`src/rtl/instr_fetch_unit.sv`:
```
// -----------------------------------------------------------------------------
// instr_fetch_unit
//
// Drives the program counter into the instruction memory. Fetched words go
// into a 2-entry in-order prefetch queue, and the decoder takes them over a
// valid/ready handshake. The unit also handles branch/jump redirects,
// halt/resume, and trapping on misaligned redirect targets.
//
// Optional feature macro: IFU_PERF_CNT_EN
//   When defined, the unit adds the free-running, wrapping performance
//   counters perf_fetch_cnt and perf_stall_cnt.
//
// Ports
//   clk             rising-edge clock
//   rst             asynchronous, active-high reset
//   imem_addr       address to instruction memory (the fetch_pc register)
//   imem_instr      combinational instruction word for imem_addr
//   redirect_valid  one-cycle request to restart fetch at redirect_pc
//   redirect_pc     new fetch address
//   halt            level; while high no new fetches are issued
//   out_valid       queue head valid
//   out_ready       decoder accepts the head when out_valid && out_ready
//   out_instr       head instruction word
//   out_pc          address the head word was fetched from
//   misalign_err    high while the unit is trapped on a misaligned target
//   perf_fetch_cnt  (IFU_PERF_CNT_EN) pushes into the queue
//   perf_stall_cnt  (IFU_PERF_CNT_EN) fetch-enabled cycles blocked by a full queue
//
// state   | meaning
// --------+-------------------------------------------------
// ST_RUN  | fetching whenever halt is low and the queue has room
// ST_HALT | no fetch; the queue drains to the decoder
// ST_ERR  | misaligned redirect seen; no fetch, queue empty
// -----------------------------------------------------------------------------
module instr_fetch_unit #(
  parameter logic [31:0] RESET_PC = 32'h0000_0000
) (
  input  logic        clk,
  input  logic        rst,
  output logic [31:0] imem_addr,
  input  logic [31:0] imem_instr,
  input  logic        redirect_valid,
  input  logic [31:0] redirect_pc,
  input  logic        halt,
  output logic        out_valid,
  input  logic        out_ready,
  output logic [31:0] out_instr,
  output logic [31:0] out_pc,
  output logic        misalign_err
`ifdef IFU_PERF_CNT_EN
  ,
  output logic [31:0] perf_fetch_cnt,
  output logic [31:0] perf_stall_cnt
`endif
);

  typedef enum logic [1:0] {
    ST_RUN  = 2'd0,
    ST_HALT = 2'd1,
    ST_ERR  = 2'd2
  } state_t;

  state_t      state;
  logic [31:0] fetch_pc;
  logic [1:0]  count;
  // The second queue entry. The head entry lives directly in out_pc/out_instr.
  logic [31:0] tail_pc;
  logic [31:0] tail_instr;

  logic        pop;
  logic        fetch_en;
  logic        push;
  logic        redirect_misaligned;

  assign imem_addr = fetch_pc;

  assign pop                 = out_valid && out_ready;
  assign fetch_en            = (state == ST_RUN) && !halt && !redirect_valid;
  // A full queue can still accept a word if the head leaves this cycle.
  assign push                = fetch_en && ((count != 2'd2) || pop);
  assign redirect_misaligned = (redirect_pc[1:0] != 2'b00);

  always_ff @(posedge clk or posedge rst) begin
    if (rst) begin
      state        <= ST_RUN;
      fetch_pc     <= RESET_PC;
      count        <= 2'd0;
      out_valid    <= 1'b0;
      out_pc       <= 32'h0;
      out_instr    <= 32'h0;
      tail_pc      <= 32'h0;
      tail_instr   <= 32'h0;
      misalign_err <= 1'b0;
    end else if (redirect_valid) begin
      // A redirect flushes the queue. A pop in the same cycle is still
      // accepted by the decoder, but the queue is emptied regardless.
      // The head data is left in place because it is don't-care while
      // out_valid is low.
      fetch_pc  <= redirect_pc;
      count     <= 2'd0;
      out_valid <= 1'b0;
      if (redirect_misaligned) begin
        state        <= ST_ERR;
        misalign_err <= 1'b1;
      end else begin
        misalign_err <= 1'b0;
        state        <= (state == ST_HALT) ? ST_HALT : ST_RUN;
      end
    end else begin
      case (state)
        ST_RUN:  if (halt)  state <= ST_HALT;
        ST_HALT: if (!halt) state <= ST_RUN;
        default: state <= state;
      endcase

      if (push) begin
        fetch_pc <= fetch_pc + 32'd4;
      end

      case ({push, pop})
        2'b10: begin
          // A push without a pop only happens with 0 or 1 entries.
          if (count == 2'd0) begin
            out_pc    <= fetch_pc;
            out_instr <= imem_instr;
            out_valid <= 1'b1;
            count     <= 2'd1;
          end else begin
            tail_pc    <= fetch_pc;
            tail_instr <= imem_instr;
            count      <= 2'd2;
          end
        end
        2'b01: begin
          if (count == 2'd2) begin
            out_pc    <= tail_pc;
            out_instr <= tail_instr;
            count     <= 2'd1;
          end else begin
            out_valid <= 1'b0;
            count     <= 2'd0;
          end
        end
        2'b11: begin
          // Count is unchanged. The new word goes to whichever slot is
          // now last in line.
          if (count == 2'd2) begin
            out_pc     <= tail_pc;
            out_instr  <= tail_instr;
            tail_pc    <= fetch_pc;
            tail_instr <= imem_instr;
          end else begin
            out_pc    <= fetch_pc;
            out_instr <= imem_instr;
          end
        end
        default: count <= count;
      endcase
    end
  end

`ifdef IFU_PERF_CNT_EN
  always_ff @(posedge clk or posedge rst) begin
    if (rst) begin
      perf_fetch_cnt <= 32'h0;
      perf_stall_cnt <= 32'h0;
    end else begin
      if (push) begin
        perf_fetch_cnt <= perf_fetch_cnt + 32'd1;
      end
      // Fetch was wanted, but the queue is full and no pop freed a slot.
      if (fetch_en && !push) begin
        perf_stall_cnt <= perf_stall_cnt + 32'd1;
      end
    end
  end
`endif

endmodule

```
`config.mk`:
```
export PLATFORM = sky130hd
export DESIGN_NAME = instr_fetch_unit
export DESIGN_NICKNAME = d
export VERILOG_FILES = /design/src/rtl/instr_fetch_unit.sv
export SDC_FILE = /design/constraint.sdc
export NUM_CORES = 1
export LEC_CHECK = 0
export ABC_AREA = 1
export BUFFER_PORTS_ARGS = -buffer_cell sky130_fd_sc_hd__buf_4
export CAP_MARGIN = 15
export CORE_MARGIN = 2
export CORE_UTILIZATION = 40
export CTS_CLUSTER_SIZE = 40
export DETAILED_ROUTE_END_ITERATION = 12
export PLACE_DENSITY = 0.6
export SETUP_SLACK_MARGIN = 0.4
export SLEW_MARGIN = 5
export SYNTH_ARGS = -nofsm -noshare
export SYNTH_HDL_FRONTEND = slang
export SYNTH_SLANG_ARGS = --single-unit
```
`constraint.sdc`:
```
create_clock -name clk -period 10.8 [get_ports clk]
set_input_delay 0.54 -clock clk [delete_from_list [all_inputs] [get_ports clk]]
set_output_delay 0.54 -clock clk [all_outputs]
set_load 0.05 [all_outputs]
```
Word level (Yosys, flattened, before mapping)
Index checks and enable logic that the tools add are counted.
{ "op_classes": {"n_eq_ne": 14, "mux": 31, "n_bitwise": 1, "n_reduce_logical": 19, "add_sub_neg": 1} }
{ "op_table": {"columns": ["cell", "n"], "rows": [
  ["32-bit two-way mux", 12],
  ["32-bit one-hot mux with 3 select lines", 2],
  ["32-bit one-hot mux with 2 select lines", 2],
  ["32-bit by 3-bit adder with 32-bit output (second input constant)", 1],
  ["2-bit two-way mux", 6],
  ["3-bit != test (second input constant)", 4],
  ["2-bit != test (second input constant)", 5],
  ["3-bit nonzero test", 3],
  ["2-bit one-hot mux with 2 select lines", 2],
  ["4-bit AND reduction", 2],
  ["2-bit equality test (second input constant)", 3],
  ["1-bit two-way mux", 6],
  ["3-bit AND reduction", 2],
  ["2-bit nonzero test", 3],
  ["2-bit by 1-bit equality test with 1-bit output (second input constant)", 2],
  ["1-bit logical AND", 4],
  ["2-bit logical NOT", 2],
  ["1-bit logical NOT", 2],
  ["1-bit one-hot mux with 2 select lines", 1],
  ["1-bit logical OR", 1],
  ["1-bit inverter", 1]
]} }
{ "totals": {"wordCells": 75, "register_bits": 166, "input_bits": 69, "output_inout_bits": 98} }

Longest topological paths before layout
{ "depth": {"word_depth": 7, "depth_mapped": 10, "depth_no_buf": 10} }

Worst setup path before layout
OpenSTA, ideal clock, no wires.
{ "synth_path": {"path_type": "flip-flop to flip-flop", "start": "register fetch_pc[2], in the netlist imem_addr[2]", "end": "register fetch_pc[12], in the netlist imem_addr[12]", "path_stages_with_launch": 11, "arrival_time_ns": 1.810, "setup_slack_ns": 8.866, "setup_time_ns": 0.124, "t_required_ns": 10.676, "path_buffers": 0, "period_less_slack_ns": 1.934, "path_cell_list": "dfrtp_1 -> ha_1 -> nand2_1 -> nor2_1 -> nand2_1 -> nor2_1 -> nand2_1 -> nand2_1 -> nand2_1 -> nand2_1 -> o21ai_1"} }
{ "synth_between": {"elab_chain_len": 3} }
{ "synth_lines": {"columns": ["item", "line_no", "source"], "rows": [
  ["from (decl)", "64", "logic [31:0] fetch_pc;"],
  ["from (signal assigned)", "99", "fetch_pc <= redirect_pc;"],
  ["from (signal assigned)", "117", "fetch_pc <= fetch_pc + 32'd4;"],
  ["32-bit by 3-bit adder with 32-bit output", "117", null],
  ["32-bit two-way mux", "116", "if (push) begin"],
  ["32-bit two-way mux", "94", "end else if (redirect_valid) begin"]
]} }
No other way between the ends. The select of a mux whose other input is x is not followed.
A chain may end at the register's enable or synchronous reset.

Final worst setup path
{ "layout_path": {"start": "input port redirect_valid", "end": "register tail_pc[31]"} }
{ "layout_between": {"elab_chain_len": 6, "word_cells_on_any_way": 11, "cone_classes": "eq/ne: 4; mux: 1; bitwise: 1; reduce/logical: 5"} }
{ "layout_lines": {"columns": ["item", "line_no", "source"], "rows": [
  ["from (decl)", "42", "input logic redirect_valid,"],
  ["1-bit logical NOT", "78", "assign fetch_en = (state == ST_RUN) && !halt && !redirect_valid;"],
  ["1-bit logical AND", "78", null],
  ["1-bit logical AND", "80", "assign push = fetch_en && ((count != 2'd2) || pop);"],
  ["2-bit equality test", "120", "case ({push, pop})"],
  ["2-bit != test (no line) / 2-bit nonzero test (equally long branches)", null, null],
  ["4-bit AND reduction (no line)", null, null],
  ["to (signal assigned)", "129", "tail_pc <= fetch_pc;"],
  ["to (signal assigned)", "150", "tail_pc <= fetch_pc;"],
  ["to (decl)", "67", "logic [31:0] tail_pc;"]
]} }
Parallel ways exist; a longest one is shown, timed or not.

==> results.py <==
metrics = {
    "outcome": {
        "status": "finished, final reports clean",
    },
    "timing": {
        "hold_viol_final": 0,
        "hold_slack_ns": 0.313,
        "slew_viol_final": 0,
        "tightestPinTransition_ns": 1.04,
        "finalCritPeriodShare_pct": 28.8,
        "skew_ns": 0.0103,
        "finalWorstSetupSlack_ns": 7.69,
        "max_freq_mhz": 321,
        "max_slew_margin_pct": 31.0,
        "rsz0062_at_grt": "false",
        "setup_viol": 0,
        "min_period_ns": 3.11,
        "setup_tns_ns": 0,
    },
    "clock_network": {
        "ctsResizeCount": 0,
        "ctsHoldBuffers": 0,
        "cts.sinks": 166,
        "clkTransAtPathRegs_ns": 0.06,
        "h-tree-depth": 4,
        "cts_buffer_depth": 2,
        "numCtsBuffers": 17,
        "clkLatencyLatePin_ns": 0.42,
        "cts_tree": "built",
        "postCtsSetupRepairBufs": 0,
        "clockRootBuffer": "clkbuf_16",
    },
    "detailed_routing": {
        "wl_per_cell_um": 15.6,
        "drc_errors": 0,
        "via_count": 8170,
        "drtIter0Drc": 563,
        "final_antenna_net_count": 0,
        "drt_wl_total_um": 24900,
        "via_per_inst": 5.13,
        "first_pass_iters": 5,
    },
    "yosys": {
        "synth_flop_cell": "dfrtp_1",
        "synth_top_family_by_area": "simple AND/OR/NAND/NOR gates",
        "synth_fa_ha_area_share_pct": 0.146,
        "yosysWarnings": 0,
        "synth_area_um2": 8570,
        "syn_area_per_cell_um2": 7.25,
        "synthSimpleGateAreaFrac_pct": 41.5,
        "seq_area_frac_synth_pct": 48.5,
        "muxShareOfSynthArea_pct": 0.117,
        "synth_top_area_cell": "dfrtp_1",
        "syn_inst": 1182,
        "synth_edf_count": 0,
        "synth_commonest_cells": "nand2_1, nand3_1, dfrtp_1",
        "synth_nets": 1252,
        "synth.most_common_cell": "nand2_1",
        "synth_area_leaders": "dfrtp_1, nand2_1, nand3_1",
        "synth_compound_area_share_pct": 2.39,
        "synth_seq_cells": 166,
        "synth_xor_area_share_pct": 0.919,
        "synthArstFlopShare_pct": 100,
        "synth_top_area_share_pct": 48.5,
        "ys_types": 33,
    },
    "grt": {
        "antenna_found_initial": 0,
        "grt_first_pass_wirelength_um": 40400,
        "first_global_vias": 7710,
        "grt_overflow": 0,
        "grt_max_degree": 96,
        "grt_usage_pct": 22.6,
    },
    "floorplanning": {
        "core_um2": 21000,
        "die-area_um2": 22600,
        "die_w_um": 150,
        "num_rows": 53,
        "initial_core_util_pct": 40.8,
        "dieHeight_um": 150,
        "io_pins": 167,
    },
    "setup_path": {
        "slowest_stage": "a21oi_2",
        "rr_worst_depth": 7,
        "arrival_ns": 3.39,
        "critPathCapture": "tail_pc[31]",
        "path_cells": "buf_4 > inv_2 > nand3_4 > a21oi_2 > nand3_2 > nand2_2 > buf_4 > o21ai_0",
        "path_common_cell": "buf_4",
        "critPathKind": "input port to register",
        "cp.required_ns": 11.08,
        "startpoint_type": "input port",
        "cp_max_fo": 48,
        "slowest_delay_ns": 0.78,
        "startpoint": "redirect_valid",
        "timing.rr.end": "tail_pc[31]",
        "ff2ff_setup_slack_ns": 7.84,
        "rr_startpoint": "out_valid",
        "crit_path_end_kind": "register",
    },
    "place": {
        "place_congestion": 0.923,
        "dp_slack_ns": 7.20,
        "hpwl_um": 15900,
        "numPortBuffers": 166,
    },
    "power_and_ir_drop": {
        "clkPwrFrac_pct": 23.4,
        "internal_power_uw": 1590,
        "ir_drop_v": 0.000111,
        "p_per_area_nw_per_um2": 262,
        "p_sw_share_pct": 42.2,
        "p_leak_uw": 0.00567,
        "pwr-share-seq_pct": 37.4,
        "combPwrFrac_pct": 39.2,
        "switching_power_uw": 1160,
    },
    "layout": {
        "antenna_cells": 0,
        "num-fill-cells": 2117,
        "fin_util_pct": 50.0,
        "drive_gt1_share_pct": 16.8,
        "fin_nets": 1376,
        "area_delta_synth_final_pct": 22.5,
    },
    "worst_hold_path": {
        "hold_class": "input port to async pin",
    },
    "run": {
        "drv_cap": 0,
    },
}
-- per-layer routing --
metal,routed length (um),part of all wire (%),GRT usage (%),vias up
li1,-,-,-,4010
met1,11800,47,32.5,3905
met2,11400,46,35.1,231
met3,1360,5.5,4.21,24
met4,367,1.5,5.80,0
met5,0,0,0,-
-- how the worst min path moves through the flow --
stage / start / slack [ns] / endpoint
2_1_floorplan: count[1] / 0.46 / count[1]
3_3_place_gp: out_pc[30] / 0.46 / out_pc[30]
3_5_place_dp: out_pc[10] / 0.47 / out_pc[10]
4_1_cts: imem_instr[0] / 0.31 / tail_instr[0]
5_1_grt: imem_instr[13] / 0.31 / tail_instr[13]
6_report: rst / 0.31 / out_instr[20]
-- power groups by stage --
| stage | sequential (uW) | clock (uW) | combinational [uW] |
|---|---|---|---|
| after CTS | 1030 | 657 | 1090 |
| after floorplan | 1460 | 0 | 321 |
| after detailed placement | 1030 | 0 | 1080 |
| after global placement | 1030 | 0 | 1070 |
| after global routing | 1060 | 690 | 1170 |
| final | 1030 | 644 | 1080 |
-- placed cells by master, fill, tap and decap left out, types with 5 or more instances in the layout --
| cell | n |
|---|---|
| buf_4 | 177 |
| o21ai_0 | 15 |
| nor2_1 | 59 |
| nand2_1 | 538 |
| o211ai_1 | 5 |
| clkbuf_16 | 17 |
| xor2_1 | 5 |
| nand3_1 | 240 |
| inv_1 | 41 |
| dfrtp_1 | 166 |
-- worst max-delay path: cells and delay by family --
family,cells,cell delay (ns)
buffers and inverters,3,1.18
AOI/OAI and AO/OA,2,0.92
and+or+nand+nor,3,0.70
-- stage by stage --
step	cell area (um^2)	power, uW	cells
floorplan	8570	1780	1182
global placement	9890	2100	1562
detailed placement	9890	2120	1562
CTS	10500	2770	1593
global route	10500	2910	1593
finish	10500	2750	1593
-- cells by family (layout without fill, tap and decap cells) --
group / Yosys count / after routing
muxes: 1 / 1
xor gates and xnor gates: 9 / 9
DFF: 166 / 166
and+or+nand+nor: 855 / 855
buffers and inverters: 117 / 253
AOI/OAI and AO/OA: 33 / 33
adders and majority gates: 1 / 1
-- sequential cells by signal, indices dropped and copies added (netlist names) --
| name | cells |
|---|---|
| count | 2 |
| misalign_err | 1 |
| out_pc | 32 |
| out_instr | 32 |
| tail_pc | 32 |
| out_valid | 1 |
| state | 2 |
| imem_addr | 32 |
| tail_instr | 32 |
-- area by class of cell --
cell class	instances	area, um^2	share of cell area [%]
tap	275	344	3.28
timing repair buffer	177	1330	12.7
clock inverter	8	148	1.41
sequential	166	4150	39.6
inverter	45	174	1.66
multi-input combinational	899	3890	37.0
clock buffer	23	468	4.46
Power figures use the tool's default switching activity.
